File: src/rtl/tx_fifo_arb_pkg.sv
// Shared types and constants for the TX FIFO arbiter: FSM states, source IDs
// and the reset value of the last-grant register.
package tx_fifo_arb_pkg;

  typedef enum logic [1:0] {
    IDLE    = 2'd0,
    SEND_B0 = 2'd1,
    SEND_B1 = 2'd2
  } state_t;

  typedef enum logic {
    SRC_RF  = 1'b0,
    SRC_ALU = 1'b1
  } src_t;

  // Pretending ALU won last makes the first tie after reset go to RF.
  localparam src_t LAST_GRANT_RST = SRC_ALU;

endpackage

File: src/rtl/tx_fifo_arb_rr_arb2.sv
// Two-way round-robin arbiter: req[0] = RF, req[1] = ALU; on a tie the
// requester that did not win last time gets the one-hot grant.
module rr_arb2
  import tx_fifo_arb_pkg::*;
(
  input  logic [1:0] req,
  input  src_t       last,
  output logic [1:0] grant
);

  always_comb begin
    grant = 2'b00;
    case (req)
      2'b01:   grant = 2'b01;
      2'b10:   grant = 2'b10;
      2'b11:   grant = (last == SRC_ALU) ? 2'b01 : 2'b10;
      default: grant = 2'b00;
    endcase
  end

endmodule

File: src/rtl/tx_fifo_arb.sv
// Arbitrates RF (1 byte) and ALU (2 byte) results into a FIFO write port.
// Define TX_FIFO_ARB_MSB_FIRST_EN to send ALU results upper byte first.
//
// Handshake: a requester holds REQ (with stable data) until it samples its
// ACK high; ACK is a one-cycle registered pulse the cycle after capture, and
// the requester drops or renews REQ on the edge that samples it. The FIFO
// side writes a byte on every cycle FIFO_W_INC is high.
module tx_fifo_arb
  import tx_fifo_arb_pkg::*;
#(
  parameter int DATA_WIDTH = 8
) (
  input  logic                    CLK,
  input  logic                    RST,
  input  logic                    RF_REQ,
  input  logic [DATA_WIDTH-1:0]   RF_DATA,
  output logic                    RF_ACK,
  input  logic                    ALU_REQ,
  input  logic [2*DATA_WIDTH-1:0] ALU_DATA,
  output logic                    ALU_ACK,
  input  logic                    FIFO_FULL,
  output logic                    FIFO_W_INC,
  output logic [DATA_WIDTH-1:0]   FIFO_W_DATA,
  output logic                    BUSY
);

  localparam int W = DATA_WIDTH;

  state_t           state_q, state_d;
  src_t             src_q, src_d;
  src_t             last_q, last_d;
  logic [2*W-1:0]   hold_q, hold_d;
  logic             rf_ack_q, rf_ack_d;
  logic             alu_ack_q, alu_ack_d;
  logic [1:0]       grant;
  logic [2*W-1:0]   alu_hold;
  logic             write_ok;

  rr_arb2 u_rr_arb2 (
    .req   ({ALU_REQ, RF_REQ}),
    .last  (last_q),
    .grant (grant)
  );

  // Byte order is fixed at capture so SEND_B0 always sends the low half.
`ifdef TX_FIFO_ARB_MSB_FIRST_EN
  assign alu_hold = {ALU_DATA[W-1:0], ALU_DATA[2*W-1:W]};
`else
  assign alu_hold = ALU_DATA;
`endif

  // Gated by RST so a reset mid-transaction never emits a stray byte.
  assign write_ok = (state_q != IDLE) && !FIFO_FULL && !RST;

  always_comb begin
    state_d   = state_q;
    src_d     = src_q;
    last_d    = last_q;
    hold_d    = hold_q;
    rf_ack_d  = 1'b0;
    alu_ack_d = 1'b0;
    case (state_q)
      IDLE: begin
        if (|grant) begin
          src_d     = grant[1] ? SRC_ALU : SRC_RF;
          last_d    = src_d;
          hold_d    = grant[1] ? alu_hold : {{W{1'b0}}, RF_DATA};
          rf_ack_d  = grant[0];
          alu_ack_d = grant[1];
          state_d   = SEND_B0;
        end
      end
      SEND_B0: begin
        if (write_ok) state_d = (src_q == SRC_ALU) ? SEND_B1 : IDLE;
      end
      SEND_B1: begin
        if (write_ok) state_d = IDLE;
      end
      default: state_d = IDLE;
    endcase
  end

  always_ff @(posedge CLK) begin
    if (RST) begin
      state_q   <= IDLE;
      src_q     <= SRC_RF;
      last_q    <= LAST_GRANT_RST;
      hold_q    <= '0;
      rf_ack_q  <= 1'b0;
      alu_ack_q <= 1'b0;
    end else begin
      state_q   <= state_d;
      src_q     <= src_d;
      last_q    <= last_d;
      hold_q    <= hold_d;
      rf_ack_q  <= rf_ack_d;
      alu_ack_q <= alu_ack_d;
    end
  end

  assign RF_ACK      = rf_ack_q;
  assign ALU_ACK     = alu_ack_q;
  assign BUSY        = (state_q != IDLE);
  assign FIFO_W_INC  = write_ok;
  assign FIFO_W_DATA = (state_q == SEND_B1) ? hold_q[2*W-1:W] : hold_q[W-1:0];

endmodule

File: config.mk
export PLATFORM = sky130hd
export DESIGN_NAME = tx_fifo_arb
export DESIGN_NICKNAME = d
export VERILOG_FILES = /design/src/rtl/tx_fifo_arb_pkg.sv /design/src/rtl/tx_fifo_arb_rr_arb2.sv /design/src/rtl/tx_fifo_arb.sv
export SDC_FILE = /design/constraint.sdc
export NUM_CORES = 1
export LEC_CHECK = 0
export CAP_MARGIN = 20
export CELL_PAD_IN_SITES_DETAIL_PLACEMENT = 1
export CELL_PAD_IN_SITES_GLOBAL_PLACEMENT = 1
export CORE_AREA = 2 2 67 62
export DETAILED_ROUTE_END_ITERATION = 8
export DIE_AREA = 0 0 69 64
export PLACE_DENSITY_LB_ADDON = 0.1
export SETUP_SLACK_MARGIN = 0.4
export SLEW_MARGIN = 20
export SYNTH_ARGS = -nofsm -noshare
export SYNTH_HDL_FRONTEND = slang
export SYNTH_SLANG_ARGS = --single-unit
File: constraint.sdc
create_clock -name CLK -period 1.4 [get_ports CLK]
set_input_delay 0.42 -clock CLK [delete_from_list [all_inputs] [get_ports CLK]]
set_output_delay 0.42 -clock CLK [all_outputs]
set_load 0.005 [all_outputs]
==> impl_metrics.yaml <==
status:
  outcome: "finished, violations left"
  violations: "negative setup slack"
grt:
  grt_pass1_wl_um: 5530
  antenna_found_initial: 0
  gr-total-overflow: 0
  grt_use_total: 0.160
  grt_max_degree: 14
  grt_pass1_vias: 1085
logic_synthesis:
  synth-simple-area-share: 0.127
  synth-warning-count: 0
  synth-seq-cells: 22
  synthMuxAreaShare: 0.105
  synth_compound_area_frac: 0.211
  synth-adder-area-share: 0
  syn_nets: 128
  syn_inst: 99
  syn-cell-area_um2: 967
  synth_top_area_share: 0.455
  yosysTopAreaCell: "dfxtp_1"
  synth_top_family_by_area: "compound AO/OA/AOI/OAI gates"
  ys_types: 28
  synth.avg_cell_area_um2: 9.77
  yosysSeqAreaShare: 0.455
  synth-xor-area-share: 0
  yosys-top-cells-area: "dfxtp_1, mux2_2, inv_1"
worst_setup_path:
  end_kind: "output port"
  critPathBufInv: 2
  cp_slowest_cell: "dfxtp_2"
  arrival_ps: 1330
  r2r_slack_ps: -110
  worstSetupPathType: "reg2out"
  path_cells: "nand2b_4, buf_4, mux2_4, buf_6"
  worstRegToRegCells: 7
  cp_slowest_stage_delay_ps: 340
  start_kind: "flip-flop"
  regToRegEndpoint: "hold_q[6]"
  path_delay_family: "flip-flops"
  cp.required_ps: 980
  cp_num_cells: 4
  reg2reg_from: "state_q[0]"
  cp_max_fo: 4
floorplan:
  core_area_mm2: 0.00368
  io_pins: 41
  die_w_um: 69
  start_util: 0.263
  row_count: 21
  die-area_mm2: 0.00442
  die_h_um: 64
power_and_ir_drop:
  p_clk_frac: 0.294
  swShare: 0.256
  comb_power_share: 0.304
  p_leak_nw: 0.890
  power_density_mw_per_mm2: 950
  p_int_w: 0.00135
  p_sw_w: 0.000464
  pwr-share-seq: 0.402
  ir_drop_v: 0.000459
  power_w: 0.00181
place:
  portBuffers: 40
  dp_slack_ps: -581
  place_congestion: 0.681
  dp_hpwl_um: 2200
cells_and_area:
  nNetsFinal: 201
  final_cell_mix: "buf_6, clkdlybuf4s50_1, inv_1, dfxtp_1, buf_4"
  final_util: 0.519
  layout-drive-gt1-share: 0.456
  fill_cells: 396
  antennaDiodeCount: 0
  area_growth_pct: 97.4
  final_common_cell: "buf_6"
routing:
  drt_iter0_drc: 53
  drc_errors: 0
  wl_per_cell_um: 16.1
  ant_nets: 0
  dr.pass1.iters: 8
  vias: 1022
  viasPerCell: 4.71
  wl_um: 3490
cts:
  cts_hold_buf: 0
  ctsRootBufferMaster: "clkbuf_8"
  clk_pin_slew_worst_paths_ps: 80
  cts_buffers: 3
  clk_latency_ps: 270
  cts_tree: "built"
  clkSinkCount: 22
  ctsLongestPathBuffers: 2
  htreeDepth: 1
sta:
  timing.final.ws_setup_ps: -347
  finalCritPeriodShare: 1.25
  finalSetupTns_ps: -4010
  slew_headroom: 0.762
  fin_crit_ps: 1750
  worst_pin_slew_ps: 353
  drv_slew: 0
  grt_setup_unrepaired: "true"
  fin_worst_skew_ps: 8.62
  timing.fmax_mhz: 572
  finalHoldViolCount: 0
  setup_violations: 26
hold_path:
  min_path_cells: 1
  min_to: "hold_q[15]"
  hp-start: "hold_q[15]"
  hold_path_class: "reg2reg"
flow_run:
  maxCapViolations: 0
==> final cells by class <==
type                            instances  area, µm²  share of cell area
Clock buffer                            4       66.3              0.0347
Inverter                               19       77.6              0.0406
Multi-Input combinational cell         56        558               0.292
Sequential cell                        22        449               0.235
Tap cell                               46       57.6              0.0301
Timing Repair Buffer                   70        701               0.367
==> per-layer routing <==
layer  share of wire  track usage
met1            0.45        0.196
met2            0.49        0.281
met3           0.051       0.0442
met4          0.0052       0.0294
met5               0            0
==> registers in the layout, indices dropped and copies added (netlist names) <==
| name | count |
|---|---|
| RF_ACK | 1 |
| hold_q | 16 |
| ALU_ACK | 1 |
| src_q | 1 |
| state_q | 2 |
| last_q | 1 |
==> worst max-delay path by stage <==
stage | endpoint | slack (ps) | from
6_report | FIFO_W_DATA[2] | -350 | state_q[0]
5_1_grt | FIFO_W_DATA[2] | -380 | state_q[0]
4_1_cts | FIFO_W_DATA[7] | -340 | state_q[0]
3_5_place_dp | FIFO_W_INC | -580 | FIFO_FULL
3_3_place_gp | FIFO_W_INC | -560 | FIFO_FULL
2_1_floorplan | FIFO_W_DATA[0] | 70 | state_q[0]
==> timing repair <==
action / 4_1_cts / 5_1_grt
buffers inserted: 12 / 2
gates resized for setup: 88 / 5
setup endpoints to repair: 34 / 34
gates cloned: 2 / 0
pin swaps: 15 / 5
==> cells in the mapped netlist <==
cell      instances
a21o_1            1
a21oi_1           1
a21oi_4           1
a221oi_1          1
a222oi_1          7
a22o_1            8
a31oi_1           1
and3_1            1
and4_2            1
buf_2             1
buf_4             1
buf_6             1
clkbuf_1          1
dfxtp_1          22
inv_1            19
mux2_2            9
nand2_1           9
nand2b_1          1
nand3_2           1
nand3b_1          1
nand4b_1          1
nor2_1            3
nor2_4            1
nor2b_1           1
nor3_1            1
o211a_1           1
o21ai_0           2
or2_2             1
==> metrics by stage <==
stage,std cells,hold WS [ps],instance area (µm²)
2_1_floorplan,99,430,1080
3_3_place_gp,197,448,1610
3_5_place_dp,197,458,1610
4_1_cts,215,483,1880
5_1_grt,217,507,1910
6_report,217,478,1910
==> logic make-up (layout without fill, tap and decap cells) <==
logic type             after synthesis  count (layout)
DFF                                 22              22
buffers and inverters               23              93
and+or+nand+nor                     22              24
AOI/OAI and AO/OA                   23              23
muxes                                9               9
==> power by group through the flow <==
stage               Combinational, W  Clock [W]  Sequential (W)
detailed placement          0.000464          0        0.000738
global placement            0.000457          0        0.000736
CTS                         0.000537   0.000550        0.000727
global route                0.000589   0.000565        0.000735
finish                      0.000551   0.000533        0.000729
floorplan                   0.000213          0        0.000730
(Power assumes the default switching activity.)
